`src/rtl/pipe_stage_skid.sv`:
```
// Elastic valid/ready pipeline stage with a 2-entry skid buffer, flush and registered in_ready.
// Optional stall counter enabled by defining PIPE_STAGE_SKID_STALL_COUNT_EN.
package pipe_stage_skid_pkg;
  typedef struct packed {
    logic clock;
    logic reset;
  } Util_Control_T;
endpackage

module pipe_stage_skid
  import pipe_stage_skid_pkg::*;
#(
  parameter int               WIDTH      = 32,
  parameter logic [WIDTH-1:0] RESET_DATA = '0
) (
  input  Util_Control_T    ctrl,
  input  logic             flush,
  input  logic             in_valid,
  output logic             in_ready,
  input  logic [WIDTH-1:0] in_data,
  output logic             out_valid,
  input  logic             out_ready,
  output logic [WIDTH-1:0] out_data
`ifdef PIPE_STAGE_SKID_STALL_COUNT_EN
  ,
  output logic [15:0]      stall_count
`endif
);

  // State bits double as {main_valid, skid_valid}; (0,1) has no encoding.
  typedef enum logic [1:0] {
    EMPTY = 2'b00,
    BUSY  = 2'b10,
    FULL  = 2'b11
  } state_t;

  logic             clk;
  logic             rst;
  state_t           state;
  logic [WIDTH-1:0] main_data;
  logic [WIDTH-1:0] skid_data;
  logic             main_valid;
  logic             skid_valid;
  logic             in_fire;
  logic             out_fire;

  assign clk        = ctrl.clock;
  assign rst        = ctrl.reset;
  assign main_valid = state[1];
  assign skid_valid = state[0];

  assign in_ready  = !skid_valid && !rst;
  assign out_valid = main_valid;
  assign out_data  = main_data;
  assign in_fire   = in_valid && in_ready;
  assign out_fire  = out_valid && out_ready;

  always_ff @(posedge clk) begin
    if (rst || flush) begin
      state     <= EMPTY;
      main_data <= RESET_DATA;
      skid_data <= RESET_DATA;
    end else begin
      case (state)
        EMPTY: begin
          if (in_fire) begin
            main_data <= in_data;
            state     <= BUSY;
          end
        end
        BUSY: begin
          if (in_fire && out_fire) begin
            main_data <= in_data;
          end else if (in_fire) begin
            skid_data <= in_data;
            state     <= FULL;
          end else if (out_fire) begin
            state <= EMPTY;
          end
        end
        FULL: begin
          if (out_fire) begin
            main_data <= skid_data;
            state     <= BUSY;
          end
        end
        default: state <= EMPTY;
      endcase
    end
  end

`ifdef PIPE_STAGE_SKID_STALL_COUNT_EN
  // Saturating count of cycles upstream was refused; only reset clears it.
  always_ff @(posedge clk) begin
    if (rst)
      stall_count <= '0;
    else if (in_valid && !in_ready && stall_count != 16'hFFFF)
      stall_count <= stall_count + 16'd1;
  end
`endif

  a_no_orphan_skid: assert property (@(posedge clk) disable iff (rst)
    !(skid_valid && !main_valid));

endmodule

```
`config.mk`:
```
export PLATFORM = sky130hd
export DESIGN_NAME = pipe_stage_skid
export DESIGN_NICKNAME = d
export VERILOG_FILES = /design/src/rtl/pipe_stage_skid.sv
export SDC_FILE = /design/constraint.sdc
export NUM_CORES = 1
export LEC_CHECK = 0
export BUFFER_PORTS_ARGS = -buffer_cell sky130_fd_sc_hd__buf_2
export CORE_UTILIZATION = 41
export DETAILED_ROUTE_END_ITERATION = 8
export PLACE_DENSITY = 0.72
export SLEW_MARGIN = 15
export SYNTH_ARGS = -nofsm -noshare
export SYNTH_HDL_FRONTEND = slang
export SYNTH_SLANG_ARGS = --single-unit
export TNS_END_PERCENT = 5
```
`constraint.sdc`:
```
create_clock -name ctrl -period 4.29 [get_ports ctrl]
set_input_delay 0.2145 -clock ctrl [delete_from_list [all_inputs] [get_ports ctrl]]
set_output_delay 0.2145 -clock ctrl [all_outputs]
set_load 0.005 [all_outputs]
```
==> results of run 1 <==
-- timing repair --
item,in CTS,in global routing
hold endpoints to repair,0,0
resized for setup,0,1
setup endpoints to repair,0,1
-- worst max-delay path, delay by kind of cell --
| family | cells | cell delay (ns) |
|---|---|---|
| buffers and inverters | 6 | 0.99 |
| and+or+nand+nor | 2 | 0.42 |
| AOI/OAI and AO/OA | 2 | 0.49 |
-- metrics by stage --
| step | area, um2 | instances | utilization | TNS, ns |
|---|---|---|---|---|
| final | 4510 | 549 | 0.660 | 0 |
| after floorplan | 2920 | 315 | - | 0 |
| after CTS | 4510 | 549 | 0.660 | 0 |
| after global placement | 3270 | 457 | 0.478 | -15.99 |
| after detailed placement | 3270 | 457 | 0.478 | -15.99 |
| after global routing | 4510 | 549 | 0.660 | 0 |
-- power by group --
group	leakage [uW]	total (uW)	switching, uW	internal, uW
clock	0.000838	2080	989	1090
sequential	0.000535	870	93.4	777
combinational	0.000427	247	124	123
-- kinds of logic after synthesis --
kind of cell	after synthesis	share of synthesized area
and+or+nand+nor	115	0.159
AOI/OAI and AO/OA	71	0.212
DFF	66	0.453
muxes	32	0.110
buffers and inverters	26	0.0455
adders and majority gates	5	0.0214
-- registers in the layout, indices dropped and copies added, names as in the netlist --
signal     cells
state          2
skid_data     32
out_data      32
-- layer usage --
metal / GRT usage / wire length, um
met1: 0.264 / 3700
met2: 0.314 / 4080
met3: 0.323 / 1040
met4: 0.391 / 312
met5: 0.0490 / 0
-- area by class of cell --
class / count / area (um2) / share of cell area
Sequential cell: 66 / 1320 / 0.293
Timing Repair Buffer: 69 / 348 / 0.0771
Inverter: 2 / 7.51 / 0.00166
Clock buffer: 66 / 860 / 0.191
Tap cell: 96 / 120 / 0.0266
Clock inverter: 27 / 384 / 0.0851
Multi-Input combinational cell: 223 / 1470 / 0.326
-- path summary, 6_finish.rpt --
path,from,cells after the start,slack [ns],endpoint
max reg2reg,state[0]$_SDFFE_PP0P_,8,1.62,out_data[1]$_SDFFE_PP0P_
min reg2reg,skid_data[2]$_SDFFE_PP0P_,2,0.46,skid_data[2]$_SDFFE_PP0P_
max,ctrl[0],10,0.47,out_data[1]$_SDFFE_PP0P_
min,in_data[7],3,0.12,skid_data[7]$_SDFFE_PP0P_
-- synth_stat cells (all sizes together) --
master,instances,area share
nor2,36,0.046
a31oi,1,0.0021
dfxtp,66,0.45
a221o,1,0.0034
mux2i,32,0.11
or3b,1,0.0030
a21oi,32,0.055
nor3,3,0.0051
a311o,1,0.0034
a21bo,1,0.0034
inv,2,0.0026
nor3b,2,0.0051
buf,7,0.021
a22oi,1,0.0026
or2,3,0.0064
a221oi,1,0.0090
nand3,2,0.0034
ha,5,0.021
clkbuf,17,0.022
a211oi,32,0.13
nand2,66,0.085
o21a,1,0.0026
nand4,2,0.0043
==> reports/results.txt, run 1 <==
In this run the worst path has a maximum fanout of 8. The number of distinct standard cells referenced by the synthesized netlist is 27. The hold violation count in the final report was 0; the static leakage power was 0.00180 uW.

The total track usage was 0.301. At the later pin of the worst-skew pair, clock insertion delay measures 0.34 ns. The biggest cell delay along the critical path is 0.36 ns.

The worst-path cell with the longest stage delay is sky130_fd_sc_hd__or3b_1. Setup repair after global routing left no endpoint under its margin. For this run, the number of Yosys warnings is 0. The signal on the critical path passes through clkbuf_8 > clkbuf_8 > or3b_1 > clkbuf_8 > clkbuf_8 > a221oi_4 > clkbuf_8 > clkbuf_8 > nor2_1 > a211oi_1.

The first global-routing pass estimated 17200 um of wire. Summed over all nets, the half-perimeter wirelength after detailed placement is 3630 um. The total congestion overflow after global routing is 0. The logs give 6830 um2 for the core area and 3200 uW for the final total power.

By instance count, the cell type seen most on the critical path is sky130_fd_sc_hd__clkbuf_8. At the worst endpoint, the required time is 4.53 ns. After clock tree synthesis, the flow added hold-fix buffers numbering 0.

Entering global routing, the biggest net connects 35 pins. The antenna diode count was 0; the final-layout worst hold slack was 0.117 ns. Power spread over the standard cell area amounts to 708 nW/um2.

The library cell used most frequently in the layout, excluding fill and tap cells, is sky130_fd_sc_hd__buf_2. The CTS clock-pin slew for the worst setup and hold paths is 0.08 ns. The layout cell share with drive strength beyond 1 was 0.422. The number of vias per cell after detailed routing was 5.18. Total number of vias: 2846. For the number of max-slew violations in the final report, the log shows 0. The floorplan die area came out at 7460 um2. The routed wirelength normalized by instance count works out to 16.6 um. The worst setup path category was clock port to flop. In this run the vertical extent of the chip is 86.4 um. The routability-driven placement congestion ratio was 0.876; the net count of the mapped netlist was 357. In this run the worst hold path is classified as primary input to flop. In the layout the commonest cells are sky130_fd_sc_hd__buf_2 (69), sky130_fd_sc_hd__nand2_1 (66), sky130_fd_sc_hd__dfxtp_1 (66).

Relative to the synthesized area, the layout overhead comes to 54.6%. In this run the tool buffered the top-level ports with 69 buffer cells. Number of nets in the layout: 463.

The run gives 1 as the number of antenna violations at the first check in global routing. STA puts the critical path data arrival time at 4.05 ns. Summing every instance area after synthesis gives 2920 um2. Setup violations remaining at the end of the flow were counted as 0.

The run gives -0.501 ns as the worst slack at placement. The tools report the kind of start point of the critical path as a clock port. The routed design has 9130 um of wire. The clock arrives with 0.0110 ns of skew. The tools report the sequential area share after synthesis as 0.453. The logs give 315 for the post-synthesis cell count and 0 for the count of antenna-violating nets left after detailed routing. The slew at the pin closest to its max-slew limit is 0.622 ns. The worst setup path is captured at a flop.

Each instance of the synthesized netlist takes up on average 9.26 um2. In this run, the number of DRC markers left after iteration 0 of detailed routing was 111. In this run the post-CTS setup repair buffer count came out at 0.

The total of fill cells in the finished design came out at 574. The floorplan row count was 30. The tool flagged a number of max-cap violations equal to 0. The synthesized flop and latch total is 66.

The tools report the via count of the first global-routing pass as 4221. Setup slack on the critical path of the routed design comes to 0.474 ns. TritonCTS built the clock tree. The run finished with clean final reports. After detailed routing, the number of remaining DRC violations is 0.

VDD sags by at most 0.360 mV. Measured along the x axis, the die boundary spans 86.4 um. The initial core utilization was 0.427.

The run gives 0.586 as the worst slew margin relative to its limit. The I/O pin total came out at 71. The first detailed-routing pass ran for 5 iterations.
(Power assumes the default switching activity.)
==> run 2: changes to the inputs <==
- CELL_PAD_IN_SITES_DETAIL_PLACEMENT: not set -> 1
- CELL_PAD_IN_SITES_GLOBAL_PLACEMENT: not set -> 1
- CORE_UTILIZATION: 41 -> 40
- GPL_TIMING_DRIVEN: not set -> 0
- PLACE_DENSITY: 0.72 -> 0.88
- clock period: 4.29 -> 3.7 ns (I/O delays scaled with it)
==> run 2 against run 1 <==
  * The flow now stops in 4_1_cts
  * Area after synthesis unchanged
  * Synthesized cell count stayed put
==> reports/results.txt, run 2 <==
The run stopped with a tool error. The tools report the failing step as 4_1_cts. The first error in the log reads "[ERROR DPL-0033] detailed placement checks failed during check placement". The post-synthesis xor/xnor area fraction was 0; the cell area after synthesis was 2920 um2. The number of different library cells used by synthesis comes to 27.

The quantity of I/O buffers inserted on ports is 69. The floorplan step set the die width to 87.4 um. Once the clock tree was built, the setup fixing pass inserted 0 buffers. Among all flip-flop cells after synthesis, the most frequent one is sky130_fd_sc_hd__dfxtp_1. The commonest cells after synthesis are sky130_fd_sc_hd__dfxtp_1 (66), sky130_fd_sc_hd__nand2_1 (66), sky130_fd_sc_hd__nor2_1 (36). The initial core utilization was 0.422; the number of resized instances in the post-cts repair step was 2.

71 I/O pins were placed. The post-synthesis area per instance came out at 9.26 um2. The area fraction in compound gates after synthesis came out at 0.212.

The share of the synthesized area in the top cell type was 0.453. Portion of netlist area occupied by mux cells: 0.110. The net count of the mapped netlist was 357. The simple-gate area share of the yosys netlist came out at 0.159.

The sequential area share after synthesis came out at 0.453. The main combinational cell family by area after synthesis was compound AO/OA/AOI/OAI gates. The share of synthesized flip-flops with an asynchronous set or reset is 0. From bottom edge to top edge, the die measures 87.4 um.

The initialized floorplan defines 30 standard-cell rows. The post-synthesis cell count was 315. Yosys attributes the largest share of cell area to sky130_fd_sc_hd__dfxtp_1 (45%), sky130_fd_sc_hd__a211oi_2 (12%), sky130_fd_sc_hd__mux2i_1 (11%). The Yosys warning count was 0.

Share of synthesized cell area in full adder, half adder and majority cells: 0.0214. The HPWL reported at the end of detailed placement is 5510 um, and the routability-driven placement congestion ratio is 0.795. Largest area contributor in the netlist: sky130_fd_sc_hd__dfxtp_1. In this run, synthesis produced a sequential element count of 66. The number of buffers added to fix hold violations after cts was 0; the number of enable flip-flop cells after synthesis was 0.
[run 2: cell counts after synthesis]
No cell type changed its count.
[run 2: stage by stage]
step	area [um2]	worst slack, ns	hold slack [ns]	std cells	utilization
2_1_floorplan	2920	0.463	0.212	315	-
3_3_place_gp	3380	0.463	0.308	480	0.490
3_5_place_dp	3380	0.463	0.308	480	0.490
[run 2: cell families after synthesis]
| logic type | count (synthesis) |
|---|---|
| compound gates | 71 |
| mux | 32 |
| buf+inv | 26 |
| fa+ha+maj | 5 |
| flops | 66 |
| simple gates | 115 |
==> run 3: changes to the inputs <==
- CELL_PAD_IN_SITES_DETAIL_PLACEMENT: 1 -> not set
- CELL_PAD_IN_SITES_GLOBAL_PLACEMENT: 1 -> not set
- CORE_UTILIZATION: 40 -> 26
- PLACE_DENSITY: 0.88 -> not set
- PLACE_DENSITY_LB_ADDON: not set -> 0.15
==> run 3 against run 2 <==
  * The run now ends clean
==> reports/results.txt, run 3 (same netlist as run 1, synthesis figures left out) <==
For the hold violation count in the final report, the log shows 0. Setup repair after global routing left no endpoint under its margin. The worst slack at placement is 0.463 ns.

The wire length of the first global-routing pass is 19100 um. For the worst slew margin relative to its limit, the log shows 0.451. The worst setup path category was clock port to flop. The total number of vias was 3068; the count of antenna-violating nets left after detailed routing was 0. The layout cell share with drive strength beyond 1 was 0.453; the switching power of the nets was 1480 uW. The die covers 11700 um2.

After detailed routing, the total wire length is 10100 um. The total DRC errors in the routed layout came out at 0. The aggregate negative setup slack is 0 ns. The count of TritonRoute iterations in the first routing pass is 6. TritonCTS built the clock tree.

The cell repeated most along the worst path was sky130_fd_sc_hd__clkbuf_8. IR analysis of the VDD net gives a maximum drop of 0.303 mV. The CTS clock-pin slew for the worst setup and hold paths was 0.08 ns.

For the total track usage, the log shows 0.215. The tools report the launch point of the critical path as ctrl[0]. Walking the worst path, the cells encountered are clkbuf_8 > clkbuf_8 > or3b_4 > clkbuf_8 > a221oi_4 > clkbuf_8 > clkbuf_8 > buf_6 > clkbuf_8 > clkbuf_8 > nor2_1 > a211oi_2.

Type of the worst min-delay path: primary input to flop. For the sequential share of power, the log shows 0.230. In this run the critical register-to-register path is launched from state[0]$_SDFFE_PP0P_. The HPWL reported at the end of detailed placement was 5100 um; the number of antenna violations at the first check in global routing was 0. STA classifies the critical path endpoint as a flop. The flow ran to the end, and the final reports show no timing, DRC or antenna violations.

The clock network fraction of design power was 0.708; the setup skew after layout was 0.0136 ns. The tools report the I/O pin total as 71. The number of stages on the worst setup path was 12. The setup slack after layout was 0.178 ns; the number of vias per cell after detailed routing was 4.69. Following the worst setup path forward leads to its endpoint at out_data[23]$_SDFFE_PP0P_. Across all hold checks on the routed design, the worst slack comes to 0.0788 ns.

The slew at the pin closest to its max-slew limit is 0.824 ns, and the quantity of I/O buffers inserted on ports is 69. The tools report the number of max-slew violations in the final report as 0. The run gives 2900 uW as the internal portion of total power.

In this run the worst path has a maximum fanout of 6. The number of antenna diodes in the final layout is 0. Proportion of total power due to net switching: 0.338. Measured along the x axis, the die boundary spans 108 um. The post-synthesis to final-layout area growth works out to 76.8%. Clock latency on the worst-skew pair, taken at its later pin, is 0.35 ns. The run gives 526 as the number of nets in the layout. The sum of buffers and inverters on the critical path was 8. The logs give 0 for the number of buffers added to fix hold violations after cts and 3.97 ns for the required time reported for the critical path endpoint. The top cell family by delay on the critical path is buffers and inverters. The total of fill cells in the finished design came out at 1022. The count of max-cap constraint violations is 0, and the violation count after the first detailed-routing iteration is 151.

For this run the aggregate overflow at the end of global routing stands at 0. Setup violations remaining at the end of the flow were counted as 0. The worst-path cell with the longest stage delay is sky130_fd_sc_hd__or3b_4. The initial core utilization came out at 0.268. In the layout the commonest cells are sky130_fd_sc_hd__clkbuf_8 (100), sky130_fd_sc_hd__buf_2 (69), sky130_fd_sc_hd__nand2_1 (66), sky130_fd_sc_hd__dfxtp_1 (66), sky130_fd_sc_hd__nor2_1 (36).

The library cell used most frequently in the layout, excluding fill and tap cells, is sky130_fd_sc_hd__clkbuf_8. In this design, the stage delay of the slowest critical-path cell is 0.42 ns. The logs give 13 for the pin count of the biggest net entering global routing and 4823 for the via count of the first global-routing pass. In this run the standard cell core region covers 10900 um2. After detailed routing, the average wire length per cell comes to 15.4 um. Logic depth of the worst register-to-register path: 11. The tools report the floorplan row count as 38. The congestion estimate from routability-driven global placement came to 0.793.

The worst register-to-register path has a setup slack of 1.04 ns. Kind of start point of the critical path: a clock port. For this design the static power due to leakage is 0.00208 uW.

The endpoint identified for the worst register-to-register timing path is out_data[23]$_SDFFE_PP0P_. Measured along the y axis, the die boundary spans 108 um. In this run the power density over the cells is 849 nW/um2.

Combinational share of power: 0.062. Data arrival time of the worst path: 3.79 ns.
-- run 3: layout make-up --
type / instances / area (um2) / area share
multi-input cells: 223 / 1470 / 0.284
clock buffers: 109 / 1430 / 0.278
flip-flops and latches: 66 / 1320 / 0.256
repair buffers: 68 / 340 / 0.0660
clock inverters: 23 / 295 / 0.0573
well taps: 140 / 175 / 0.0340
plain buffers: 23 / 120 / 0.0233
inverters: 2 / 7.51 / 0.00146
-- run 3: power groups by stage --
stage / registers [uW] / clock network, uW / logic (uW)
global route: 1030 / 3440 / 303
finish: 1010 / 3100 / 272
detailed placement: 1020 / 787 / 268
floorplan: 1030 / 778 / 42.0
CTS: 1010 / 3190 / 273
global placement: 1020 / 787 / 267
-- run 3: through the flow --
stage / instances / util / cell area (um2) / power (uW)
2_1_floorplan: 315 / - / 2920 / 1850
3_3_place_gp: 524 / 0.316 / 3440 / 2080
3_5_place_dp: 524 / 0.316 / 3440 / 2080
4_1_cts: 654 / 0.474 / 5160 / 4480
5_1_grt: 654 / 0.474 / 5160 / 4770
6_report: 654 / 0.474 / 5160 / 4380
-- run 3: worst min path at each step --
stage	to	slack [ns]	cells after the start	startpoint
4_1_cts	skid_data[7]$_SDFFE_PP0P_	0.07	3	in_data[7]
5_1_grt	skid_data[26]$_SDFFE_PP0P_	0.07	3	in_data[26]
3_3_place_gp	in_ready	0.31	2	ctrl[0]
6_report	skid_data[26]$_SDFFE_PP0P_	0.08	3	in_data[26]
2_1_floorplan	in_ready	0.21	1	ctrl[0]
3_5_place_dp	in_ready	0.31	2	ctrl[0]
-- run 3: worst register-to-register path: stages, from the launching register on --
cell and delay [ns]:
sky130_fd_sc_hd__dfxtp_1 0.48, sky130_fd_sc_hd__inv_1 0.13, sky130_fd_sc_hd__ha_1 0.38, sky130_fd_sc_hd__or2_2 0.39, sky130_fd_sc_hd__a221oi_4 0.30, sky130_fd_sc_hd__clkbuf_8 0.17
sky130_fd_sc_hd__clkbuf_8 0.14, sky130_fd_sc_hd__buf_6 0.10, sky130_fd_sc_hd__clkbuf_8 0.12, sky130_fd_sc_hd__clkbuf_8 0.14, sky130_fd_sc_hd__nor2_1 0.05, sky130_fd_sc_hd__a211oi_2 0.18
-- run 3: what timing repair did --
action                                  4_1_cts  5_1_grt
buffers inserted                              0        1
pin swaps                                     1        8
gates resized for setup                       1        2
endpoints found under the setup margin       28       29
-- run 3: layer usage --
metal	vias to the layer above	global-route usage	wire (um)
met5	-	0.0580	0
met4	0	0.334	470
met3	64	0.270	1230
met2	200	0.202	4530
met1	1349	0.159	3850
li1	1455	-	-
